==> config.mk <==
export PLATFORM = sky130hd
export DESIGN_NAME = id_ex_stage
export DESIGN_NICKNAME = d
export VERILOG_FILES = /design/src/rtl/mips_pkg.sv /design/src/rtl/hazard_detect.sv /design/src/rtl/id_ex_stage.sv
export SDC_FILE = /design/constraint.sdc
export NUM_CORES = 1
export LEC_CHECK = 0
export CAP_MARGIN = 15
export CORE_MARGIN = 2
export CORE_UTILIZATION = 35
export DETAILED_ROUTE_END_ITERATION = 10
export GPL_TIMING_DRIVEN = 1
export PLACE_DENSITY_LB_ADDON = 0.3
export SYNTH_ARGS = -nofsm -noshare
export SYNTH_HDL_FRONTEND = slang
export SYNTH_SLANG_ARGS = --single-unit
==> constraint.sdc <==
create_clock -name clk -period 1.9 [get_ports clk]
set_input_delay 0.38 -clock clk [delete_from_list [all_inputs] [get_ports clk]]
set_output_delay 0.38 -clock clk [all_outputs]
set_load 0.01 [all_outputs]
==> src/rtl/mips_pkg.sv <==
// rtl/mips_pkg.sv - shared widths, control bit map and register constants for the MIPS core
package mips_pkg;

   localparam int DATA_W = 32;
   localparam int CTRL_W = 8;

   localparam int CTRL_REGWRITE = 0;
   localparam int CTRL_MEMREAD  = 1;
   localparam int CTRL_MEMWRITE = 2;
   localparam int CTRL_MEMTOREG = 3;
   localparam int CTRL_REGDST   = 4;
   localparam int CTRL_ALUSRC   = 5;
   localparam int CTRL_ALUOP    = 6;
   localparam int CTRL_ALUOP_W  = 2;

   localparam logic [4:0] REG_ZERO = 5'd0;

   // True when a writeback to wb_rd must be seen by a read of rd this cycle.
   function automatic logic wb_hits(input logic wb_regwrite, input logic [4:0] wb_rd,
                                    input logic [4:0] rd);
      return wb_regwrite && (rd != REG_ZERO) && (wb_rd == rd);
   endfunction

endpackage

==> src/rtl/hazard_detect.sv <==
// rtl/hazard_detect.sv - combinational load-use hazard comparator
module hazard_detect
   import mips_pkg::*;
(
   input  logic       i_id_valid,
   input  logic [4:0] i_id_rs,
   input  logic [4:0] i_id_rt,
   input  logic       i_ex_valid,
   input  logic       i_ex_memread,
   input  logic [4:0] i_ex_rt,
   output logic       o_stall
);

   logic w_rt_hit;

   assign w_rt_hit = (i_ex_rt == i_id_rs) || (i_ex_rt == i_id_rt);
   assign o_stall  = i_id_valid && i_ex_valid && i_ex_memread &&
                     (i_ex_rt != REG_ZERO) && w_rt_hit;

endmodule

==> src/rtl/id_ex_stage.sv <==
// rtl/id_ex_stage.sv - ID/EX pipeline register with WB write-through bypass and load-use bubble
module id_ex_stage
   import mips_pkg::*;
#(
   parameter int DATA_W = mips_pkg::DATA_W,
   parameter int CTRL_W = mips_pkg::CTRL_W
) (
   input  logic              clk,
   input  logic              rst_n,
   input  logic              id_valid,
   input  logic [4:0]        id_rs,
   input  logic [4:0]        id_rt,
   input  logic [4:0]        id_rd,
   input  logic [DATA_W-1:0] id_imm,
   input  logic [CTRL_W-1:0] id_ctrl,
   input  logic [DATA_W-1:0] rf_rdata1,
   input  logic [DATA_W-1:0] rf_rdata2,
   input  logic              wb_regwrite,
   input  logic [4:0]        wb_rd,
   input  logic [DATA_W-1:0] wb_data,
   input  logic              flush,
   output logic              stall,
   output logic              ex_valid,
   output logic [4:0]        ex_rs,
   output logic [4:0]        ex_rt,
   output logic [4:0]        ex_rd,
   output logic [DATA_W-1:0] ex_a,
   output logic [DATA_W-1:0] ex_b,
   output logic [DATA_W-1:0] ex_imm,
   output logic [CTRL_W-1:0] ex_ctrl,
   output logic [15:0]       stall_cnt
);

   logic              r_valid;
   logic [4:0]        r_rs;
   logic [4:0]        r_rt;
   logic [4:0]        r_rd;
   logic [DATA_W-1:0] r_a;
   logic [DATA_W-1:0] r_b;
   logic [DATA_W-1:0] r_imm;
   logic [CTRL_W-1:0] r_ctrl;
   logic [15:0]       r_stall_cnt;

   logic              w_stall;
   logic              w_bubble;
   logic [DATA_W-1:0] w_op_a;
   logic [DATA_W-1:0] w_op_b;

   hazard_detect u_hazard (
      .i_id_valid   (id_valid),
      .i_id_rs      (id_rs),
      .i_id_rt      (id_rt),
      .i_ex_valid   (r_valid),
      .i_ex_memread (r_ctrl[CTRL_MEMREAD]),
      .i_ex_rt      (r_rt),
      .o_stall      (w_stall)
   );

   assign w_bubble = flush || w_stall;

   // Register file writes on the edge we capture on, so its read ports are one write stale.
   always_comb begin
      w_op_a = rf_rdata1;
      if (id_rs == REG_ZERO)
         w_op_a = '0;
      else if (wb_hits(wb_regwrite, wb_rd, id_rs))
         w_op_a = wb_data;
   end

   always_comb begin
      w_op_b = rf_rdata2;
      if (id_rt == REG_ZERO)
         w_op_b = '0;
      else if (wb_hits(wb_regwrite, wb_rd, id_rt))
         w_op_b = wb_data;
   end

   always_ff @(posedge clk) begin
      if (!rst_n) begin
         r_valid     <= 1'b0;
         r_rs        <= '0;
         r_rt        <= '0;
         r_rd        <= '0;
         r_a         <= '0;
         r_b         <= '0;
         r_imm       <= '0;
         r_ctrl      <= '0;
         r_stall_cnt <= '0;
      end else begin
         r_rs  <= id_rs;
         r_rt  <= id_rt;
         r_rd  <= id_rd;
         r_a   <= w_op_a;
         r_b   <= w_op_b;
         r_imm <= id_imm;
         if (w_bubble) begin
            r_valid <= 1'b0;
            r_ctrl  <= '0;
         end else begin
            r_valid <= id_valid;
            r_ctrl  <= id_valid ? id_ctrl : '0;
         end
         if (w_stall && !flush && (r_stall_cnt != 16'hFFFF))
            r_stall_cnt <= r_stall_cnt + 16'd1;
      end
   end

   assign stall     = w_stall;
   assign ex_valid  = r_valid;
   assign ex_rs     = r_rs;
   assign ex_rt     = r_rt;
   assign ex_rd     = r_rd;
   assign ex_a      = r_a;
   assign ex_b      = r_b;
   assign ex_imm    = r_imm;
   assign ex_ctrl   = r_ctrl;
   assign stall_cnt = r_stall_cnt;

endmodule

== Yosys cells after proc, flatten, opt, wreduce, memory -nomap -nowiden ==
Cells that the tools add are included.

* Logic and storage cells: 41
* Input bits: 161
* Output and inout port bits: 137
* Bits in registers: 136

* Muxes and demuxes: 2
* Eq/ne operators: 5
* Reductions and logical operators: 22
* $add $sub $neg: 1
* Bitwise gates (word level): 2

{| class="wikitable"
|+ Operators with widths
! operator !! count
|-
| $mux 32 || 2
|-
| $eq 5x5->1 || 4
|-
| $add 16x1->16 const B || 1
|-
| $ne 16x16->1 const B || 1
|-
| $reduce_bool 5->1 || 3
|-
| $logic_and 1x1->1 || 10
|-
| $logic_not 5->1 || 2
|-
| $reduce_or 2->1 || 3
|-
| $reduce_or 3->1 || 1
|-
| $logic_or 1x1->1 || 2
|-
| $not 1->1 || 2
|-
| $logic_not 1->1 || 1
|}

== Logic depth before layout (Yosys ltp) ==
* Depth in word-level cells: 6
* Mapped depth: 7

== Hierarchy ==
A second synthesis with hierarchy kept.

* Cells, all modules: 544
* Area, all modules: 5118.7 µm²

{| class="wikitable"
|+ By module, submodules not included
! module !! cells an instance !! times used !! area an instance (µm²) !! sequential area each (µm²)
|-
| id_ex_stage || 527 || 1 || 4989.8 || 2722.6
|-
| hazard_detect || 17 || 1 || 128.9 || 0.0
|}

== Worst setup path after synthesis ==
No wires, ideal clock.

* Kind: register to output
* Start point: reg r_rt[1], in the netlist ex_rt[1]
* End point: out stall
* Data arrival time: 1402 ps
* Slack: 118 ps
* Path buffers: 1
* Cell stages (with the launch flop): 5
* Required time: 1520 ps
* Cell sequence: dfxtp_1 -> or4_1 -> o21a_1 -> buf_2 -> and2_1

* Word-level cells in the longest chain between the ends: 3
* Elaborated cells on any way between the ends: 6
* Classes of those cells: eq/ne: 2; reduce/logical: 4

{| class="wikitable"
|+ Ends and longest elaborated chain
! item !! RTL line !! source
|-
| from (decl) || id_ex_stage.sv:36 || <nowiki>logic [4:0] r_rt;</nowiki>
|-
| from (signal assigned) || id_ex_stage.sv:91 || <nowiki>r_rt <= id_rt;</nowiki>
|-
| $eq 5x5->1 or $reduce_bool 5->1 (tied branches) || hazard_detect.sv:16, hazard_detect.sv:18 ||
|-
| $logic_or 1x1->1 or $logic_and 1x1->1 (tied branches) || hazard_detect.sv:16, hazard_detect.sv:17 ||
|-
| $logic_and 1x1->1 * || hazard_detect.sv:18 || <nowiki>(i_ex_rt != REG_ZERO) && w_rt_hit;</nowiki>
|-
| to (decl) || id_ex_stage.sv:22 || <nowiki>output logic stall,</nowiki>
|}

Mark *: on every way between the ends. The rest lies on a longest branch, timed or not.

== Worst setup path after layout ==
* Start point: reg r_rt[2], in the netlist ex_rt[2]
* End point: out stall

Same word-level chain as after synthesis.

==> reports/qor.txt <==
Syn. warnings - 0
RSZ-0062 raised after global routing - true
Num CTS Buffers - 17
startpoint types - flip-flop
Achievable Freq - 473 MHz
global-route wire length before repair - 23700 um
hold-critical path depth - 3
register area share after synthesis - 54.9%
Setup Viol. Count Final - 4
clk sinks - 136
Top Family by Delay on Critical Path - simple AND/OR/NAND/NOR gates
WL/cell - 16.0 um
Routed WL - 16300 um
WP data required - 1.52 ns
share of layout cells above drive strength 1 - 15.9%
Avg Cell Area, Syn - 10.4 sq um
Area Growth Syn to Fin - 89.5%
total gr overflow - 0
CTS tree - done
crit path kind - flip-flop to primary output
Die ar. - 15100 sq um
buffers plus inverters on the worst setup path - 1
Register-to-Register Setup Slack - -0.08 ns
Leak - 3.54 nW
H-tree Lvls - 4
Hold Crit Start - id_rs[0]
failing checks - setup timing
dominant cell type by area after synthesis - dfxtp_1
Seq cells post-synth - 136
commonest non-fill, non-tap cell in the layout - clkdlybuf4s50_1
vias per cell - 4.68
Worst Hold Endpoint - ex_rs[0]
Syn Nets - 638
Max Cap Violations - 0
Skew-Pair Late Insertion Delay - 0.41 ns
Crit path arrival time - 1.73 ns
Filler Cell Count - 1042
# port buffers - 297
Max transition margin - 71.0%
final worst path period share - 111%
Min-Delay Path Class - input pin to flip-flop
CP Capture Type - primary output
worst-case vdd ir drop - 0.515 mV
Synth Instances - 476
Final Non-Filler Cells - 1021
reg2reg end - stall_cnt[2]
residual DRC count - 0
setup ws final - -0.214 ns
Placement Cell Area - 8530 sq um
Pins Over Slew Limit - 0
Unique masters post-synth - 39
largest net degree at the start of global routing - 38
status - complete, but fails checks
commonest cells after routing, fill and taps aside - 288 x clkdlybuf4s50_1, 129 x dfxtp_1, 71 x nor2_1, 69 x mux2i_1, 55 x and2_1
initial antenna violation count - 0
area of the multi-input gates - 2300 sq um
top cells by area, synth - dfxtp_1 55%, mux2i_1 14%, and2_1 7.1%
Largest stage delay, worst path - 0.54 ns
worst reg2reg path depth - 6
R2R Path Start - stall_cnt[6]
peak fanout along the critical path - 2
CTS root buffer - clkbuf_16
clock slew at reported path FFs - 0.06 ns
Post-Syn Area - 4960 sq um
final net count - 990
1st-iter DRT viols - 186
Initial Util - 35.7%
die height - 123 um
vias in the first global route - 4767
routability congestion estimate from global placement - 0.881
Die X - 123 um
Pre-antenna DRT Iters - 4
post-detail-place hpwl - 12100 um
final instance area - 9400 sq um
worst-margin pin slew - 0.433 ns
diode count - 0
I/O pin count - 298
Routed Antenna Nets - 0
via count - 4777
clock buffer depth - 2
Core Rows - 43
min cycle time layout - 2.11 ns
slowest CP cell - or4_4
global-route usage over all layers - 20.6%
CORE AREA - 13900 sq um
Synth top area share - 54.9%
Hold Fails Final Rpt - 0
Clock Skew - 0.00519 ns
FF+latch area - 2730 sq um
CP cell instances - or4_4 > o21a_1 > and2_4 > buf_6
PwrDens - 769 nW/um^2
placed instance count - 982
==> cell families (layout without fill, tap and decap cells) <==
family / count (synthesis) / after routing / share of synthesized area [%]
xor+xnor: 18 / 18 / 3.18
simple gates: 192 / 192 / 20.2
buf+inv: 27 / 392 / 2.52
mux: 70 / 70 / 14.1
fa+ha+maj: 1 / 1 / 0.252
flops: 136 / 136 / 54.9
compound gates: 32 / 32 / 4.84
==> per-layer routing <==
layer	global-route usage (%)	wire length (um)	vias to the layer above
met5	0	0	-
met4	9.23	308	0
met3	9.55	1690	29
met2	36.8	8700	221
met1	20.4	5590	2214
li1	-	-	2313
==> cells in the mapped netlist <==
cell type and n:
dfxtp_1 136, nor2_1 71, mux2i_1 70, and2_1 56
nand2_1 21, clkbuf_1 14, xnor2_1 11, or4_1 9
a21oi_1 7, buf_2 7, nand2b_1 7, nand3_1 7
xor2_1 7, nand4_1 6, o31ai_1 5, or3_1 4
inv_1 3, nor4_2 3, o21ai_1 3, o311ai_1 3
o41ai_1 3, a211oi_2 2, buf_4 2, nor3_1 2
nor3_2 2, o21ai_0 2, a211oi_1 1, a21oi_2 1
a2bb2o_1 1, a2bb2oi_2 1, and3_1 1, and4_1 1
buf_6 1, ha_1 1, nand3b_1 1, o2111ai_1 1
o211ai_1 1, o21a_1 1, or2_2 1
==> area by class of cell <==
type,instances,share of cell area (%)
sequential,136,29.1
clock buffer,21,5.01
inverter,3,0.120
timing repair buffer,357,37.9
multi-input combinational,313,24.5
tap,180,2.40
clock inverter,11,1.04
==> worst max path at each step <==
stage | start | to | slack, ns | cells after the start
3_5_place_dp | id_rs[3] | stall | -0.71 | 6
6_report | ex_rt[2] | stall | -0.21 | 4
4_1_cts | ex_rt[1] | stall | -0.24 | 4
2_1_floorplan | ex_rt[1] | stall | 0.12 | 4
3_3_place_gp | id_rs[3] | stall | -0.69 | 6
5_1_grt | ex_rt[2] | stall | -0.26 | 4
==> report_power, final <==
| group | switching, mW | total (mW) | internal (mW) |
|---|---|---|---|
| combinational | 0.384 | 1.08 | 0.693 |
| sequential | 0.0416 | 3.04 | 2.99 |
| clock | 1.21 | 3.11 | 1.90 |
| total | 1.64 | 7.22 | 5.59 |
==> timing repair <==
item / 4_1_cts / 5_1_grt
hold buffers: 0 / 0
hold endpoints to repair: 0 / 0
endpoints found under the setup margin: 15 / 76
cloned: 0 / 2
pin swaps: 4 / 15
setup buffers: 1 / 6
resized for setup: 12 / 41
==> registers in the layout, indices dropped and copies added, names as in the netlist <==
name,flops
ex_a,32
ex_b,32
ex_imm,32
stall_cnt,16
ex_ctrl,8
ex_rd,5
ex_rs,5
ex_rt,5
ex_valid,1
==> metrics by stage <==
step           power (mW)  hold WS [ns]  utilization [%]  worst slack [ns]  setup TNS [ns]
3_5_place_dp         4.15         0.512             61.5            -0.715          -34.93
6_report             7.22         0.372             67.7            -0.214          -0.310
4_1_cts              7.27         0.404             65.7            -0.239          -0.458
3_3_place_gp         4.13         0.492             61.5            -0.687          -32.21
5_1_grt              7.52         0.393             67.7            -0.255          -0.683
2_1_floorplan        3.39         0.502                -             0.118               0
==> worst register-to-register path, stage by stage (launching register included) <==
cell and delay [ns]:
dfxtp_1 0.39, nand3_1 0.21, or4_1 0.61, nor2_1 0.18, buf_6 0.22, o311ai_1 0.15, o41ai_1 0.11
No activity file was read; power rests on OpenSTA's default activity.
